$ cat src/rtl/snake_pkg.sv
// Shared definitions for the snake game blocks: one-hot direction codes
// (as produced by the key-direction decoder), game-state encodings and a
// direction validity helper.
package snake_pkg;

  typedef enum logic [3:0] {
    DIR_NONE  = 4'b1111,
    DIR_DOWN  = 4'b0001,
    DIR_UP    = 4'b0010,
    DIR_RIGHT = 4'b0100,
    DIR_LEFT  = 4'b1000
  } dir_e;

  typedef enum logic [1:0] {
    ST_IDLE  = 2'b00,
    ST_RUN   = 2'b01,
    ST_PAUSE = 2'b10,
    ST_OVER  = 2'b11
  } game_state_e;

  // Only a single cardinal direction may ever be committed to a move.
  function automatic logic dir_valid(input logic [3:0] d);
    return (d == DIR_DOWN) || (d == DIR_UP) || (d == DIR_RIGHT) || (d == DIR_LEFT);
  endfunction

endpackage

$ cat src/rtl/snake_tick_gen.sv
// Move-tick generator: a free-running counter that wraps at period-1 and
// emits a one-clock tick. The period register is reloaded only on a tick,
// so a new period_in takes effect from the following interval.
module snake_tick_gen #(
  parameter int CNT_W     = 24,
  parameter int TICK_BASE = 12500000
) (
  input  logic             clock,
  input  logic             reset,
  input  logic             clear,
  input  logic             enable,
  input  logic [CNT_W-1:0] period_in,
  output logic             tick
);

  logic [CNT_W-1:0] cnt_q;
  logic [CNT_W-1:0] period_q;

  assign tick = enable && (cnt_q == (period_q - CNT_W'(1)));

  // Counter and period register; clear holds the counter at zero.
  always_ff @(posedge clock or negedge reset) begin
    if (!reset) begin
      cnt_q    <= '0;
      period_q <= CNT_W'(TICK_BASE);
    end else if (clear) begin
      cnt_q <= '0;
    end else if (tick) begin
      cnt_q    <= '0;
      period_q <= period_in;
    end else if (enable) begin
      cnt_q <= cnt_q + CNT_W'(1);
    end
  end

endmodule

$ cat src/rtl/snake_move_scheduler.sv
// Snake move scheduler: game FSM (idle/run/pause/over), periodic move
// ticks, and a req/ack move handshake towards the body/position engine.
// Optional speed-up with eaten food is enabled by defining SNAKE_SPEEDUP_EN.
module snake_move_scheduler
  import snake_pkg::*;
#(
  parameter int TICK_BASE       = 12500000,
  parameter int TICK_STEP       = 1000000,
  parameter int TICK_MIN        = 2500000,
  parameter int FOODS_PER_LEVEL = 4,
  parameter int MAX_LEVEL       = 15,
  parameter int CNT_W           = 24
) (
  input  logic       clock,
  input  logic       reset,
  input  logic [3:0] direction,
  input  logic       pause,
  input  logic       food_eaten,
  input  logic       collision,
  input  logic       move_ack,
  output logic       move_req,
  output logic [3:0] move_dir,
  output logic [1:0] game_state,
  output logic [3:0] level,
  output logic       overrun
);

  localparam int PERIOD_W = CNT_W + 4;

  game_state_e      state_q, state_d;
  logic             req_q, req_d;
  logic [3:0]       dir_q, dir_d;
  logic             ovr_q, ovr_d;
  logic             pause_q;
  logic             pause_rise;
  logic             food_ok;
  logic             tick;
  logic             tick_en;
  logic [CNT_W-1:0] period_next;

  assign pause_rise = pause && !pause_q;
  // Collision wins over a tick on the same clock, so the counter stops too.
  assign tick_en    = (state_q == ST_RUN) && !collision;

  snake_tick_gen #(
    .CNT_W     (CNT_W),
    .TICK_BASE (TICK_BASE)
  ) u_tick_gen (
    .clock     (clock),
    .reset     (reset),
    .clear     (state_q == ST_IDLE),
    .enable    (tick_en),
    .period_in (period_next),
    .tick      (tick)
  );

  // Pause edge detector register.
  always_ff @(posedge clock or negedge reset) begin
    if (!reset) pause_q <= 1'b0;
    else        pause_q <= pause;
  end

  // State, request, direction and overrun registers.
  always_ff @(posedge clock or negedge reset) begin
    if (!reset) begin
      state_q <= ST_IDLE;
      req_q   <= 1'b0;
      dir_q   <= DIR_NONE;
      ovr_q   <= 1'b0;
    end else begin
      state_q <= state_d;
      req_q   <= req_d;
      dir_q   <= dir_d;
      ovr_q   <= ovr_d;
    end
  end

  // Next-state and handshake logic.
  // Handshake: move_req rises one clock after a tick and holds, with
  // move_dir stable, until move_ack is sampled high; it drops at that edge
  // unless a tick lands on the same clock, which re-issues a new move.
  // A tick while a request is still pending is dropped and flagged in the
  // sticky overrun bit. Ack with no request pending is ignored.
  always_comb begin
    state_d = state_q;
    req_d   = req_q;
    dir_d   = dir_q;
    ovr_d   = ovr_q;
    food_ok = 1'b0;
    unique case (state_q)
      ST_IDLE: begin
        if (dir_valid(direction)) state_d = ST_RUN;
      end
      ST_RUN, ST_PAUSE: begin
        if (collision) begin
          state_d = ST_OVER;
          req_d   = 1'b0;
        end else begin
          food_ok = food_eaten;
          if (pause_rise) state_d = (state_q == ST_RUN) ? ST_PAUSE : ST_RUN;
          if (tick) begin
            if (!req_q || move_ack) begin
              req_d = 1'b1;
              if (dir_valid(direction)) dir_d = direction;
            end else begin
              ovr_d = 1'b1;
            end
          end else if (req_q && move_ack) begin
            req_d = 1'b0;
          end
        end
      end
      default: begin
        req_d = 1'b0;
      end
    endcase
  end

`ifdef SNAKE_SPEEDUP_EN
  localparam int FOOD_W = (FOODS_PER_LEVEL > 1) ? $clog2(FOODS_PER_LEVEL) : 1;

  logic [FOOD_W-1:0]   food_q;
  logic [3:0]          level_q;
  logic [PERIOD_W-1:0] step_w;

  // Food counter and speed level; level saturates at MAX_LEVEL.
  always_ff @(posedge clock or negedge reset) begin
    if (!reset) begin
      food_q  <= '0;
      level_q <= '0;
    end else if (food_ok) begin
      if (food_q == FOOD_W'(FOODS_PER_LEVEL - 1)) begin
        food_q <= '0;
        if (level_q < 4'(MAX_LEVEL)) level_q <= level_q + 4'd1;
      end else begin
        food_q <= food_q + FOOD_W'(1);
      end
    end
  end

  // Period = max(TICK_BASE - level*TICK_STEP, TICK_MIN) without underflow.
  always_comb begin
    step_w = PERIOD_W'(level_q) * PERIOD_W'(TICK_STEP);
    if ((step_w + PERIOD_W'(TICK_MIN)) > PERIOD_W'(TICK_BASE))
      period_next = CNT_W'(TICK_MIN);
    else
      period_next = CNT_W'(PERIOD_W'(TICK_BASE) - step_w);
  end

  assign level = level_q;
`else
  localparam int unused_cfg = TICK_STEP + TICK_MIN + FOODS_PER_LEVEL + MAX_LEVEL + PERIOD_W;
  logic unused_food;

  assign unused_food = food_ok;
  assign period_next = CNT_W'(TICK_BASE);
  assign level       = 4'd0;
`endif

  assign move_req   = req_q;
  assign move_dir   = dir_q;
  assign game_state = state_q;
  assign overrun    = ovr_q;

endmodule

$ cat config.mk
export PLATFORM = sky130hd
export DESIGN_NAME = snake_move_scheduler
export DESIGN_NICKNAME = d
export VERILOG_FILES = /design/src/rtl/snake_pkg.sv /design/src/rtl/snake_tick_gen.sv /design/src/rtl/snake_move_scheduler.sv
export SDC_FILE = /design/constraint.sdc
export NUM_CORES = 1
export LEC_CHECK = 0
export BUFFER_PORTS_ARGS = -buffer_cell sky130_fd_sc_hd__buf_2
export CAP_MARGIN = 20
export CORE_UTILIZATION = 63
export DETAILED_ROUTE_END_ITERATION = 8
export PLACE_DENSITY = 0.85
export REMOVE_ABC_BUFFERS = 1
export SETUP_SLACK_MARGIN = 0.02
export SYNTH_ARGS = -nofsm -noshare
export SYNTH_HDL_FRONTEND = slang
export SYNTH_HIERARCHICAL = 1
export SYNTH_SLANG_ARGS = --single-unit
export TNS_END_PERCENT = 5
$ cat constraint.sdc
create_clock -name clock -period 4.4 [get_ports clock]
set_input_delay 0.44 -clock clock [delete_from_list [all_inputs] [get_ports clock]]
set_output_delay 0.44 -clock clock [all_outputs]
set_load 0.02 [all_outputs]
==> results.rst, run 1 <==
.. list-table::
   :header-rows: 1

   * - Metric
     - Value
   * - Run status
     - finished clean
   * - Final GP Congestion
     - 0.863
   * - Number of synthesized register bits
     - 57
   * - Port Buffer Count
     - 16
   * - Post-synthesis cell type with the largest combined area
     - dfrtp_1
   * - Final period demand of the worst path
     - 3.93 ns
   * - Slew Limit Headroom
     - 46.8%
   * - Clock slew at the register clock pins of the worst setup and hold paths
     - 0.07 ns
   * - Setup skew after layout
     - 0.0113 ns
   * - GRT overflow
     - 0
   * - Cell types occupying the most area after synthesis
     - dfrtp_1 (27%), dfstp_2 (11%), nand2_1 (4.6%)
   * - Crit path launch type
     - flop
   * - Post-place instance area
     - 0.00391 mm2
   * - Share of synthesized cell area in and, or, nand and nor gates
     - 25.3%
   * - Largest family of logic cells by synthesized area
     - simple AND/OR/NAND/NOR gates
   * - Routed len/inst
     - 15.9 um
   * - Power per Cell Area
     - 253 mW/mm2
   * - FP Rows
     - 27
   * - CTS tree
     - built
   * - Dominant cell by count in the synthesized netlist
     - nand2_1
   * - Number of inserted diodes
     - 0
   * - RSZ-0062 raised after global routing
     - false
   * - Number of distinct library cells after synthesis
     - 64
   * - Compound-Gate Fraction of Synth Area
     - 12.6%
   * - Maximum buffer depth of the clock tree
     - 2
   * - Highest achievable clock rate
     - 255 MHz
   * - Area of all placed cells without fillers
     - 0.00411 mm2
   * - Mean Syn Cell Area
     - 9.52 um2
   * - Final worst path period share
     - 89.2%
   * - Core Region
     - 0.00561 mm2
   * - Nets
     - 442
   * - Ports placed on the boundary
     - 22
   * - Ordered cell list for the critical path
     - inv_1 > ha_1 > nor3b_1 > nand4_1 > nor4_1 > xnor2_1 > nor4_1 > and3_1 > nand2_1 > nor3_4 > mux2_1
   * - Gate family responsible for the most delay along the worst path
     - simple AND/OR/NAND/NOR gates
   * - Cts bufs inserted
     - 9
   * - Cell count after synthesis
     - 393
   * - Filler instances
     - 424
   * - Asr flop ratio synth
     - 100%
   * - Total of warnings raised by yosys
     - 6
   * - Root buffer cell
     - clkbuf_8
   * - Final sum of negative setup slack
     - 0 ns
   * - Mean number of vias per cell
     - 6.18
   * - Bufs and invs on worst path
     - 1
   * - Setup Fix Bufs, Post-CTS
     - 0
   * - Peak per-stage delay on the critical path
     - 0.60 ns
   * - Quantity of hold-fixing buffers added after cts
     - 0
   * - Number of max-slew violations in the final report
     - 0
   * - First-pass DRT Iterations
     - 5
   * - # setup viols final
     - 0
   * - Die span in y
     - 79.0 um
   * - Post-layout utilization of the core
     - 73.2%
   * - Initial cell density of the core
     - 66.7%
   * - Clock insertion delay at the later pin of the skew report
     - 0.34 ns
   * - H-tree Lvls
     - 3
   * - Wire length reported by the detailed router
     - 8010 um
   * - Clock sink total
     - 57
   * - Most common library cells after synthesis
     - nand2_1 (46), dfrtp_1 (41), nand3_1 (31)
   * - Max-cap violations
     - 0
   * - CTS resizes
     - 0
   * - Number of synthesized flops with an enable pin
     - 0
   * - Number of global-route vias before repair
     - 2957
   * - Fraction of the mapped netlist area in adder cells
     - 1.34%
   * - Area overhead of the layout relative to synthesis
     - 9.84%
   * - Worst supply voltage drop on vdd
     - 0.000367 V
   * - Mux contribution to synthesized area
     - 9.33%
   * - Leakage power
     - 1.79 nW
   * - Sequential fraction of the synthesis area
     - 38.7%
   * - Global routing usage summed across all routing layers
     - 28.8%
   * - DR DRC count
     - 0
   * - Worst hold path class
     - primary input to flop
   * - Most frequent cell on the critical path
     - nor4_1
   * - Total placed cells including tap cells
     - 489
   * - Critical Path End Type
     - flop
   * - Horizontal die dimension
     - 79.0 um
   * - Antenna viol nets, final
     - 0
   * - Xor/xnor share of the synthesized area
     - 7.49%
   * - DP Wirelength
     - 5620 um
   * - Fraction of final layout cells sized beyond drive strength 1
     - 18.9%
   * - Maximum number of pins on one net before global-route repair
     - 58
   * - Worst hold slack after final layout
     - 0.210 ns
   * - Wire length of the first global-routing pass
     - 13700 um
   * - Post-layout instance count excluding filler cells
     - 505
   * - Critical-path top delay cell
     - nor3b_1
   * - Slew of the pin with the lowest slew margin
     - 0.778 ns
   * - Synthesized cell area
     - 0.00374 mm2
   * - Area enclosed by the die boundary
     - 0.00625 mm2
   * - Top-area cell type share of the netlist area
     - 27.4%
   * - Required time reported for the critical path endpoint
     - 4.67 ns
   * - Maximum fanout count along the critical path
     - 7
   * - Most used flip-flop cell after synthesis
     - dfrtp_1
   * - Arr. time, crit path
     - 4.20 ns
   * - Type of the worst setup path
     - flop to flop
   * - Overall via count from detail_route
     - 3120
   * - Initial detailed-routing violation count
     - 265
   * - Initial antenna violation count
     - 0
   * - Hold violation count in the final report
     - 0
## per-layer routing
layer	vias up	routed length, um	global-route usage, %	part of all wire, %
li1	1474	-	-	-
met1	1478	3520	36.9	44
met2	144	3830	47.6	48
met3	24	498	7.82	6.2
met4	0	160	8.55	2.0
met5	-	0	0	0
## worst reg2reg max path, cell delays in order, from the launching register on
cell	delay, ns
dfrtp_1	0.44
inv_1	0.09
ha_1	0.21
nor3b_1	0.60
nand4_1	0.35
nor4_1	0.38
xnor2_1	0.18
nor4_1	0.46
and3_1	0.42
nand2_1	0.15
nor3_4	0.23
mux2_1	0.36
## metrics by stage
step / power (mW) / setup WS (ns)
after floorplan: 0.543 / 0.889
after global placement: 0.559 / 0.721
after detailed placement: 0.560 / 0.568
after CTS: 1.05 / 0.524
after global routing: 1.07 / 0.185
final: 1.04 / 0.474
## cells by family (layout without fill, tap and decap cells)
family | after synthesis | after routing
AO/OA/AOI/OAI | 68 | 68
XOR/XNOR | 32 | 32
adder cells (fa/ha/maj) | 4 | 4
buffers and inverters | 35 | 49
flip-flops | 57 | 57
multiplexers | 28 | 28
other | 2 | 28
AND/OR/NAND/NOR | 167 | 167
## sequential cells by signal, summed over array words and instances (netlist names)
name / flops
overrun: 1
u_tick_gen/cnt_q: 24
game_state: 2
pause_q: 1
move_req: 1
u_tick_gen/period_q: 24
move_dir: 4
## cell type report
cell class	instances	area [um2]	share of cell area, %
Clock buffer	10	128	3.11
Inverter	12	45.0	1.10
Timing Repair Buffer	21	130	3.17
Sequential cell	57	1450	35.2
Tap cell	72	90.1	2.19
Clock inverter	6	67.6	1.64
Multi-Input combinational cell	327	2200	53.6
## power breakdown
group	switching, mW	total [mW]	internal [mW]
registers	0.000134	0.525	0.525
logic	0.0196	0.0251	0.00546
clock network	0.225	0.489	0.263
total	0.245	1.04	0.794
## cell usage in the layout, fill, tap and decap left out, drive strengths merged, types with 11 or more instances in the layout
master,synthesis,layout
a21oi,15,15
buf,12,21
conb,2,28
dfrtp,41,41
dfstp,16,16
inv,12,13
mux2,25,25
nand2,46,46
nand3,31,31
nor2b,11,11
nor4,11,11
o21ai,17,17
or3,14,14
xnor2,17,17
xor2,15,15
## path summary, 6_finish.rpt
kind | from | endpoint | slack (ns) | cells past startpoint
setup / recovery | u_tick_gen/period_q[0] | move_dir[1] | 0.47 | 11
hold / removal | pause | pause_q | 0.21 | 1
setup reg to reg | u_tick_gen/period_q[0] | move_dir[1] | 0.47 | 11
hold reg to reg | overrun | overrun | 0.49 | 1
max in group asynchronous | reset | u_tick_gen/period_q[22] | 3.71 | 2
min in group asynchronous | reset | u_tick_gen/period_q[16] | 0.23 | 2
Power figures use the tool's default switching activity.
==> run 2: changes to the inputs <==
--- a/config.mk
+++ b/config.mk
@@ -7,9 +7,11 @@
 export LEC_CHECK = 0
 export BUFFER_PORTS_ARGS = -buffer_cell sky130_fd_sc_hd__buf_2
 export CAP_MARGIN = 20
-export CORE_UTILIZATION = 63
+export CELL_PAD_IN_SITES_DETAIL_PLACEMENT = 1
+export CELL_PAD_IN_SITES_GLOBAL_PLACEMENT = 1
+export CORE_UTILIZATION = 44
 export DETAILED_ROUTE_END_ITERATION = 8
-export PLACE_DENSITY = 0.85
+export PLACE_DENSITY = 0.8
 export REMOVE_ABC_BUFFERS = 1
 export SETUP_SLACK_MARGIN = 0.02
 export SYNTH_ARGS = -nofsm -noshare
==> constraint.sdc (replaced) <==
create_clock -name clock -period 3.6 [get_ports clock]
set_input_delay 0.36 -clock clock [delete_from_list [all_inputs] [get_ports clock]]
set_output_delay 0.36 -clock clock [all_outputs]
set_load 0.02 [all_outputs]
==> results.rst, run 2 (synthesis results as in run 1) <==
.. list-table::
   :header-rows: 1

   * - Metric
     - Value
   * - FP Rows
     - 33
   * - # setup viols final
     - 0
   * - RSZ-0062 raised after global routing
     - false
   * - Routed len/inst
     - 17.8 um
   * - Setup skew after layout
     - 0.0124 ns
   * - Hold violation count in the final report
     - 0
   * - Arr. time, crit path
     - 3.59 ns
   * - Maximum fanout count along the critical path
     - 9
   * - Final sum of negative setup slack
     - 0 ns
   * - DP Wirelength
     - 6750 um
   * - Highest-count cells in the layout ignoring fill and taps
     - nand2_1 (46), dfrtp_1 (41), nand3_1 (31), conb_1 (28)
   * - Post-layout instance count excluding filler cells
     - 545
   * - Place WS
     - 0.186 ns
   * - H-tree Lvls
     - 3
   * - Port Buffer Count
     - 16
   * - Maximum number of pins on one net before global-route repair
     - 35
   * - Initial detailed-routing violation count
     - 126
   * - Clock slew at the register clock pins of the worst setup and hold paths
     - 0.08 ns
   * - Antenna viol nets, final
     - 0
   * - Final period demand of the worst path
     - 3.33 ns
   * - Run status
     - finished clean
   * - Crit path launch type
     - flop
   * - Initial antenna violation count
     - 0
   * - Leakage power
     - 1.85 nW
   * - Area of all placed cells without fillers
     - 0.00425 mm2
   * - Final worst setup slack
     - 0.266 ns
   * - GRT overflow
     - 0
   * - Worst hold path class
     - primary input to asynchronous set/reset pin
   * - Type of the worst setup path
     - flop to flop
   * - Final GP Congestion
     - 0.803
   * - Wire length reported by the detailed router
     - 9680 um
   * - Most common cell after layout, fill and taps aside
     - nand2_1
   * - Clock sink total
     - 57
   * - Slew Limit Headroom
     - 60.4%
   * - Required time reported for the critical path endpoint
     - 3.86 ns
   * - Worst supply voltage drop on vdd
     - 0.000200 V
   * - Number of global-route vias before repair
     - 3281
   * - Ports placed on the boundary
     - 22
   * - Total placed cells including tap cells
     - 529
   * - Cts bufs inserted
     - 9
   * - Number of inserted diodes
     - 0
   * - Filler instances
     - 954
   * - Horizontal die dimension
     - 94.2 um
   * - Overall power after layout
     - 1.38 mW
   * - Final worst path period share
     - 92.6%
   * - Root buffer cell
     - clkbuf_8
   * - Nets
     - 449
   * - Slew of the pin with the lowest slew margin
     - 0.594 ns
   * - Clock insertion delay at the later pin of the skew report
     - 0.34 ns
   * - Max-cap violations
     - 0
   * - Critical Path End Type
     - flop
   * - Mean number of vias per cell
     - 5.72
   * - Global routing usage summed across all routing layers
     - 24.6%
   * - Area enclosed by the die boundary
     - 0.00887 mm2
   * - Core Region
     - 0.00822 mm2
   * - Fraction of final layout cells sized beyond drive strength 1
     - 20.9%
   * - Initial cell density of the core
     - 45.5%
   * - DR DRC count
     - 0
   * - Overall via count from detail_route
     - 3119
   * - Post-place instance area
     - 0.00401 mm2
   * - Power per Cell Area
     - 324 mW/mm2
   * - Area overhead of the layout relative to synthesis
     - 13.6%
   * - First-pass DRT Iterations
     - 4
   * - Quantity of hold-fixing buffers added after cts
     - 0
   * - Number of max-slew violations in the final report
     - 0
   * - Die span in y
     - 94.2 um
   * - Maximum buffer depth of the clock tree
     - 2
   * - CTS tree
     - built
   * - Wire length of the first global-routing pass
     - 16500 um
   * - Highest achievable clock rate
     - 300 MHz
==> run 2: cell count changes in the layout (fill, tap and decap cells not counted), sizes merged <==
| cell | before | now |
|---|---|---|
| bufinv | 1 | 2 |
| clkinvlp | 2 | 1 |
| buf | 21 | 28 |
==> run 2: repair_timing <==
action                     4_1_cts  5_1_grt
setup endpoints to repair        0       19
buffers inserted                 0        0
gates resized for setup          0        3
==> run 2: final timing paths <==
path / startpoint / end / slack (ns) / cells past startpoint
setup / recovery: u_tick_gen/period_q[3] / move_dir[2] / 0.27 / 9
hold / removal: reset / u_tick_gen/period_q[0] / 0.02 / 1
setup reg to reg: u_tick_gen/period_q[3] / move_dir[2] / 0.27 / 9
hold reg to reg: overrun / overrun / 0.48 / 1
max in group asynchronous: reset / move_dir[3] / 2.67 / 2
min in group clock: pause / pause_q / 0.14 / 1
==> run 2: metrics by stage <==
stage,utilization (%),hold WS (ns)
after global placement,48.8,0.391
after floorplan,-,0.0644
after detailed placement,48.8,0.404
after global routing,51.7,0.0648
final,51.7,0.0220
after CTS,51.5,0.0453
==> run 2: routing by layer <==
| layer | global-route usage, % | wire (um) | share of wire [%] |
|---|---|---|---|
| met3 | 3.64 | 217 | 2.2 |
| met5 | 0 | 0 | 0 |
| met2 | 41.1 | 4910 | 51 |
| met1 | 31.8 | 4390 | 45 |
| met4 | 9.10 | 167 | 1.7 |
==> run 2: area by class of cell <==
class / instances / area (um2) / area share (%)
sequential: 57 / 1450 / 34.1
tap: 105 / 131 / 3.09
inverter: 12 / 45.0 / 1.06
clock inverter: 6 / 90.1 / 2.12
timing repair buffer: 28 / 183 / 4.30
multi-input combinational: 327 / 2210 / 52.1
clock buffer: 10 / 138 / 3.24
==> run 2: report_power, final <==
part           internal, mW  switching [mW]
Clock                 0.411           0.292
Sequential            0.641        0.000154
Combinational       0.00666          0.0258
Total                  1.06           0.318
==> run 2: critical path, cell delays in order (launching register included) <==
cell      delay (ns)
dfrtp_1         0.49
nor4_4          0.49
nand2_1         0.28
or4_1           0.59
a211oi_2        0.26
nor2b_1         0.27
and3_1          0.23
nand2_1         0.09
nor3_4          0.21
mux2_1          0.35
